<file path="src/rtl/count_seq_if.sv">
// Sample stream into the count-sequence decoder and its lock/status outputs.
interface count_seq_if #(
    parameter int ERR_W = 8
);
    logic             en;
    logic [2:0]       count;
    logic [1:0]       mode;
    logic             locked;
    logic             mismatch;
    logic [ERR_W-1:0] err_cnt;

    modport master (
        output en, count,
        input  mode, locked, mismatch, err_cnt
    );

    modport slave (
        input  en, count,
        output mode, locked, mismatch, err_cnt
    );
endinterface

</file>
<file path="src/rtl/count_seq_decoder.sv">
// Identifies which of four counting modes produces an incoming 3-bit stream,
// locks onto it and flags every step that breaks the locked sequence.
//
// state  | meaning
// IDLE   | waiting for the first sample after reset; it only seeds prev
// SEARCH | narrowing the candidate mode set until one survives LOCK_LEN steps
// LOCKED | mode known; each sample is checked against that mode's prediction
module count_seq_decoder #(
    parameter int LOCK_LEN = 4,
    parameter int MISS_MAX = 2,
    parameter int ERR_W    = 8
) (
    input logic         clk,
    input logic         res,
    count_seq_if.slave  bus
);

    typedef enum logic [1:0] {
        IDLE   = 2'd0,
        SEARCH = 2'd1,
        LOCKED = 2'd2
    } state_t;

    state_t           state_q, state_n;
    logic [2:0]       prev_q, prev_n;
    logic [3:0]       cand_q, cand_n;
    logic [3:0]       run_q, run_n;
    logic [3:0]       miss_q, miss_n;
    logic [1:0]       mode_q, mode_n;
    logic             locked_q, locked_n;
    logic             mismatch_q, mismatch_n;
    logic [ERR_W-1:0] err_q, err_n;

    logic [2:0]       pred0, pred1, pred2, pred3;
    logic [3:0]       match;
    logic [3:0]       cand_hit;

    function automatic logic [2:0] bin2gray(input logic [2:0] b);
        return b ^ (b >> 1);
    endfunction

    function automatic logic [2:0] gray2bin(input logic [2:0] g);
        logic [2:0] b;
        b[2] = g[2];
        b[1] = b[2] ^ g[1];
        b[0] = b[1] ^ g[0];
        return b;
    endfunction

    function automatic logic [1:0] onehot_idx(input logic [3:0] oh);
        logic [1:0] idx;
        idx = 2'd0;
        case (oh)
            4'b0010: idx = 2'd1;
            4'b0100: idx = 2'd2;
            4'b1000: idx = 2'd3;
            default: idx = 2'd0;
        endcase
        return idx;
    endfunction

    // Predictions for each mode from the previous sample, all mod 8.
    always_comb begin
        pred0    = prev_q + 3'd1;
        pred1    = prev_q - 3'd1;
        pred2    = prev_q + 3'd2;
        pred3    = bin2gray(gray2bin(prev_q) + 3'd1);
        match    = {bus.count == pred3, bus.count == pred2,
                    bus.count == pred1, bus.count == pred0};
        cand_hit = cand_q & match;
    end

    // State register and the registered datapath it sequences.
    always_ff @(posedge clk) begin
        if (res) begin
            state_q    <= IDLE;
            prev_q     <= 3'd0;
            cand_q     <= 4'b1111;
            run_q      <= 4'd0;
            miss_q     <= 4'd0;
            mode_q     <= 2'd0;
            locked_q   <= 1'b0;
            mismatch_q <= 1'b0;
            err_q      <= '0;
        end else begin
            state_q    <= state_n;
            prev_q     <= prev_n;
            cand_q     <= cand_n;
            run_q      <= run_n;
            miss_q     <= miss_n;
            mode_q     <= mode_n;
            locked_q   <= locked_n;
            mismatch_q <= mismatch_n;
            err_q      <= err_n;
        end
    end

    // Next-state: everything holds on en=0 except the mismatch pulse.
    always_comb begin
        state_n    = state_q;
        prev_n     = prev_q;
        cand_n     = cand_q;
        run_n      = run_q;
        miss_n     = miss_q;
        mode_n     = mode_q;
        locked_n   = locked_q;
        mismatch_n = 1'b0;
        err_n      = err_q;

        if (bus.en) begin
            prev_n = bus.count;
            case (state_q)
                IDLE: begin
                    state_n = SEARCH;
                end

                SEARCH: begin
                    if (cand_hit != 4'b0000) begin
                        cand_n = cand_hit;
                        run_n  = (run_q == 4'hF) ? 4'hF : run_q + 4'd1;
                    end else if (match != 4'b0000) begin
                        cand_n = match;
                        run_n  = 4'd1;
                    end else begin
                        cand_n = 4'b1111;
                        run_n  = 4'd0;
                    end
                    // Ambiguous candidate sets keep searching rather than guess.
                    if ($onehot(cand_n) && (int'(run_n) >= LOCK_LEN)) begin
                        state_n  = LOCKED;
                        locked_n = 1'b1;
                        mode_n   = onehot_idx(cand_n);
                        miss_n   = 4'd0;
                    end
                end

                LOCKED: begin
                    if (match[mode_q]) begin
                        miss_n = 4'd0;
                    end else begin
                        mismatch_n = 1'b1;
                        if (err_q != {ERR_W{1'b1}})
                            err_n = err_q + 1'b1;
                        miss_n = miss_q + 4'd1;
                        if (int'(miss_q) + 1 == MISS_MAX) begin
                            state_n  = SEARCH;
                            locked_n = 1'b0;
                            cand_n   = 4'b1111;
                            run_n    = 4'd0;
                        end
                    end
                end

                default: begin
                    state_n = IDLE;
                end
            endcase
        end
    end

    // Outputs come straight from registers.
    always_comb begin
        bus.mode     = mode_q;
        bus.locked   = locked_q;
        bus.mismatch = mismatch_q;
        bus.err_cnt  = err_q;
    end

endmodule
</file>
<file path="src/flat_wrapper.sv">
// flat-port wrapper written by rule: the top's interface ports become plain ports
module count_seq_decoder_flat 
#(
    parameter int LOCK_LEN = 4,
    parameter int MISS_MAX = 2,
    parameter int ERR_W    = 8
)
  (clk, res, bus_en, bus_count, bus_mode, bus_locked, bus_mismatch, bus_err_cnt);
  count_seq_if #(.ERR_W(ERR_W)) bus_i ();
  input logic clk;
  input logic res;
  input wire logic [$bits(bus_i.en)-1:0] bus_en;
  input wire logic [$bits(bus_i.count)-1:0] bus_count;
  output wire logic [$bits(bus_i.mode)-1:0] bus_mode;
  output wire logic [$bits(bus_i.locked)-1:0] bus_locked;
  output wire logic [$bits(bus_i.mismatch)-1:0] bus_mismatch;
  output wire logic [$bits(bus_i.err_cnt)-1:0] bus_err_cnt;
  assign bus_i.en = bus_en;
  assign bus_i.count = bus_count;
  assign bus_mode = bus_i.mode;
  assign bus_locked = bus_i.locked;
  assign bus_mismatch = bus_i.mismatch;
  assign bus_err_cnt = bus_i.err_cnt;
  count_seq_decoder #(.LOCK_LEN(LOCK_LEN), .MISS_MAX(MISS_MAX), .ERR_W(ERR_W)) u_core (.clk(clk), .res(res), .bus(bus_i));
endmodule
</file>
<file path="config.mk">
export PLATFORM = sky130hd
export DESIGN_NAME = count_seq_decoder_flat
export DESIGN_NICKNAME = d
export VERILOG_FILES = /design/src/rtl/count_seq_if.sv /design/src/rtl/count_seq_decoder.sv /design/src/flat_wrapper.sv
export SDC_FILE = /design/constraint.sdc
export NUM_CORES = 1
export LEC_CHECK = 0
export BUFFER_PORTS_ARGS = -buffer_cell sky130_fd_sc_hd__buf_2
export CAP_MARGIN = 20
export CORE_MARGIN = 1
export CORE_UTILIZATION = 59
export CTS_BUF_LIST = sky130_fd_sc_hd__clkbuf_16
export DETAILED_ROUTE_END_ITERATION = 12
export PLACE_DENSITY = 0.79
export SETUP_SLACK_MARGIN = 0.2
export SLEW_MARGIN = 20
export SYNTH_ARGS = -nofsm -noshare
export SYNTH_HDL_FRONTEND = slang
export SYNTH_SLANG_ARGS = --single-unit
</file>
<file path="constraint.sdc">
create_clock -name clk -period 8.8 [get_ports clk]
set_input_delay 1.32 -clock clk [delete_from_list [all_inputs] [get_ports clk]]
set_output_delay 1.32 -clock clk [all_outputs]
set_load 0.03 [all_outputs]
</file>
==> flow_metrics.py <==
metrics = {
    "clock_network": {
        "clk_latency_ns": 0.27,
        "cts.sinks": 29,
        "hold_buffers": 0,
        "clockBufferDepth": 2,
        "path_clk_slew_ns": 0.05,
        "cts_tree": "done",
        "root_buffer": "clkbuf_16",
        "post-cts-setup-buffers": 0,
        "cts_buffers": 5,
        "cts_resized": 0,
        "cts_max_level": 2,
    },
    "grt": {
        "grt_pass1_wl_um": 7383,
        "first_global_vias": 1633,
        "overflow": 0,
        "grt_usage_pct": 26.49,
        "grt_start_max_net_pins": 34,
        "antenna_found_initial": 0,
    },
    "logic_synthesis": {
        "synth_area_um2": 2122,
        "synth_edf_count": 0,
        "synth_cell_types": 59,
        "synth_top_cell_area_share_pct": 27.36,
        "synth_area_leaders": "dfxtp_1 27%, ha_1 11%, a21oi_1 5.4%",
        "synthCells": 256,
        "yosysWarnings": 0,
        "syn_area_per_cell_um2": 8.289,
        "synth-seq-cells": 29,
        "synthFlopType": "dfxtp_1",
        "synth-async-reset-ratio_pct": 0,
        "synth_nets": 282,
        "yosysSeqAreaShare_pct": 27.36,
        "yosys.area.top_type": "dfxtp_1",
    },
    "power_and_ir_drop": {
        "p_leak_nw": 0.9417,
        "p_sw_share_pct": 31.22,
        "peakVddDrop_uv": 130.6,
        "power.share.sequential_pct": 35.0,
        "total_power_w": 0.0004084,
        "power_density_nw_per_um2": 174.6,
        "p_int_w": 0.0002809,
        "clock_power_share_pct": 39.8,
        "comb_power_share_pct": 25.2,
        "switchingPower_w": 0.0001275,
    },
    "place": {
        "dp_slack_ns": 3.256,
        "hpwl_um": 3324,
        "place_congestion": 0.8940,
        "portBuffers": 17,
    },
    "critical_path": {
        "cp.required_ns": 9.00,
        "critical_path_class": "in -> reg",
        "critPathMaxFanout": 11,
        "end_kind": "register",
        "startpoint_type": "input port",
        "worstPathArrival_ns": 5.62,
    },
    "flow_run": {
        "maxCapViolations": 0,
    },
    "timing": {
        "max_slew_margin_pct": 34.20,
        "setup_slack_ns": 3.386,
        "layout_min_cycle_time_ns": 5.414,
        "tightestPinTransition_ns": 0.9870,
        "finalHoldWorstSlack_ns": 0.4993,
        "period_share_pct": 61.52,
        "setup-violations-final": 0,
        "max_freq_mhz": 184.7,
        "maxSlewViolCount": 0,
        "finalHoldViolCount": 0,
        "finalSetupTns_ns": 0,
        "skew_ns": 0.004791,
        "rsz0062_at_grt": "no",
    },
    "floorplanning": {
        "design.die.area_um2": 3840,
        "die_h_um": 61.97,
        "start_util_pct": 62.61,
        "rows": 21,
        "core_um2": 3390,
        "io_pins": 18,
        "die_w_um": 61.97,
    },
    "routing": {
        "drc": 0,
        "drt_iter0_markers": 195,
        "num_vias": 1909,
        "avgRoutedWirePerCell_um": 14.41,
        "final_antenna_net_count": 0,
        "viasPerCell": 6.041,
        "first_pass_iters": 4,
        "wl_um": 4552,
    },
    "min_path": {
        "hp-class": "reg -> reg",
    },
    "final_layout": {
        "finish.utilization_pct": 69.03,
        "drive_gt1_share_pct": 13.70,
        "antenna-diode-count": 0,
        "fin_nets": 295,
        "area_growth_pct": 10.26,
        "fill_cells": 274,
    },
    "status": {
        "status": "complete, no violations",
    },
}
-- area by class of cell --
class,count,area [um2],area share [%]
well taps,46,57.56,2.460
multi-input cells,200,1414,60.43
repair buffers,17,85.08,3.636
clock buffers,5,125.1,5.348
clock inverters,3,17.52,0.7487
inverters,16,60.06,2.567
flip-flops and latches,29,580.6,24.81
-- path summary, 6_finish.rpt --
kind | slack, ns | end | start | cells past startpoint
hold reg to reg | 0.50 | u_core.miss_q[3] | u_core.miss_q[3] | 2
setup / recovery | 3.39 | u_core.miss_q[3] | bus_count[2] | 18
hold / removal | 0.50 | u_core.miss_q[3] | u_core.miss_q[3] | 2
setup reg to reg | 4.05 | u_core.miss_q[3] | u_core.prev_q[2] | 17
-- critical path, stage by stage --
cell and delay [ns]:
buf_2 0.17, or4b_1 0.56, o311ai_2 0.11, nand4_1 0.24, o21ai_0 0.24, o21ai_0 0.24
o21ai_0 0.19, ha_1 0.29, inv_1 0.06, ha_1 0.15, fa_1 0.42, nor2_1 0.12
nand2_1 0.06, a21oi_1 0.22, mux2i_1 0.12, a311o_1 0.44, or4_1 0.53, a21oi_1 0.15
-- cells by family after synthesis --
logic type                 synth area share [%]
AOI/OAI and AO/OA                         22.05
xor gates and xnor gates                  5.071
adders and majority gates                 12.15
buffers and inverters                     6.014
DFF                                       27.36
muxes                                     3.833
and+or+nand+nor                           23.53
-- layer usage --
| layer | wire, um | vias to the layer above | global-route usage [%] |
|---|---|---|---|
| met2 | 2164 | 31 | 43.77 |
| met5 | 0 | - | 0 |
| li1 | - | 967 | - |
| met3 | 131 | 6 | 6.211 |
| met1 | 2194 | 905 | 34.01 |
| met4 | 61 | 0 | 8.571 |
-- cells in the mapped netlist (3+ instances only) --
master / count
a211oi_1: 4
a21oi_1: 23
and2_1: 3
buf_4: 3
clkbuf_1: 3
dfxtp_1: 29
ha_1: 19
inv_1: 16
mux2i_1: 7
nand2_1: 15
nand2b_1: 3
nand3_1: 6
nand4_1: 5
nor2_1: 22
nor2b_1: 5
nor3_1: 7
o2111ai_1: 3
o211ai_1: 3
o21ai_0: 17
or3_1: 8
or4_1: 3
xnor2_1: 3
xor2_1: 3
-- registers in the layout (all words and copies together), names as in the netlist --
name and cells:
u_core.bus.err_cnt 8, u_core.bus.locked 1, u_core.bus.mismatch 1, u_core.bus.mode 2, u_core.cand_q 4, u_core.miss_q 4, u_core.prev_q 3, u_core.run_q 4
u_core.state_q 2
-- cells in the final DEF (no fill, tap or decap), drive strengths merged, types with 3 or more instances in the layout --
| cell type | synthesis | layout |
|---|---|---|
| dfxtp | 29 | 29 |
| xor2 | 3 | 3 |
| mux2i | 7 | 7 |
| buf | 7 | 17 |
| o21ai | 17 | 17 |
| o2111ai | 3 | 3 |
| a211oi | 4 | 4 |
| nand4 | 5 | 5 |
| clkinv | 0 | 3 |
| nor3 | 8 | 8 |
| a21oi | 23 | 23 |
| or3 | 10 | 10 |
| nand2b | 3 | 3 |
| nor2b | 5 | 5 |
| or4b | 3 | 3 |
| clkbuf | 3 | 5 |
| ha | 19 | 19 |
| o211ai | 3 | 3 |
| nand3 | 6 | 6 |
| nor2 | 22 | 22 |
| or4 | 3 | 3 |
| xnor2 | 3 | 3 |
| nand2 | 16 | 16 |
| and2 | 3 | 3 |
| inv | 16 | 16 |
-- power by group through the flow --
stage	clock network (W)	registers, W	logic, W
after floorplan	0	0.000143	0.0000822
after global placement	0	0.000145	0.0000976
after detailed placement	0	0.000145	0.0000988
after CTS	0.000166	0.000143	0.000102
after global routing	0.000170	0.000144	0.000116
final	0.000163	0.000143	0.000103
-- metrics by stage --
stage | instances | area [um2]
2_1_floorplan | 256 | 2122
3_3_place_gp | 308 | 2197
3_5_place_dp | 308 | 2197
4_1_cts | 316 | 2340
5_1_grt | 316 | 2340
6_report | 316 | 2340
(Power assumes the default switching activity.)
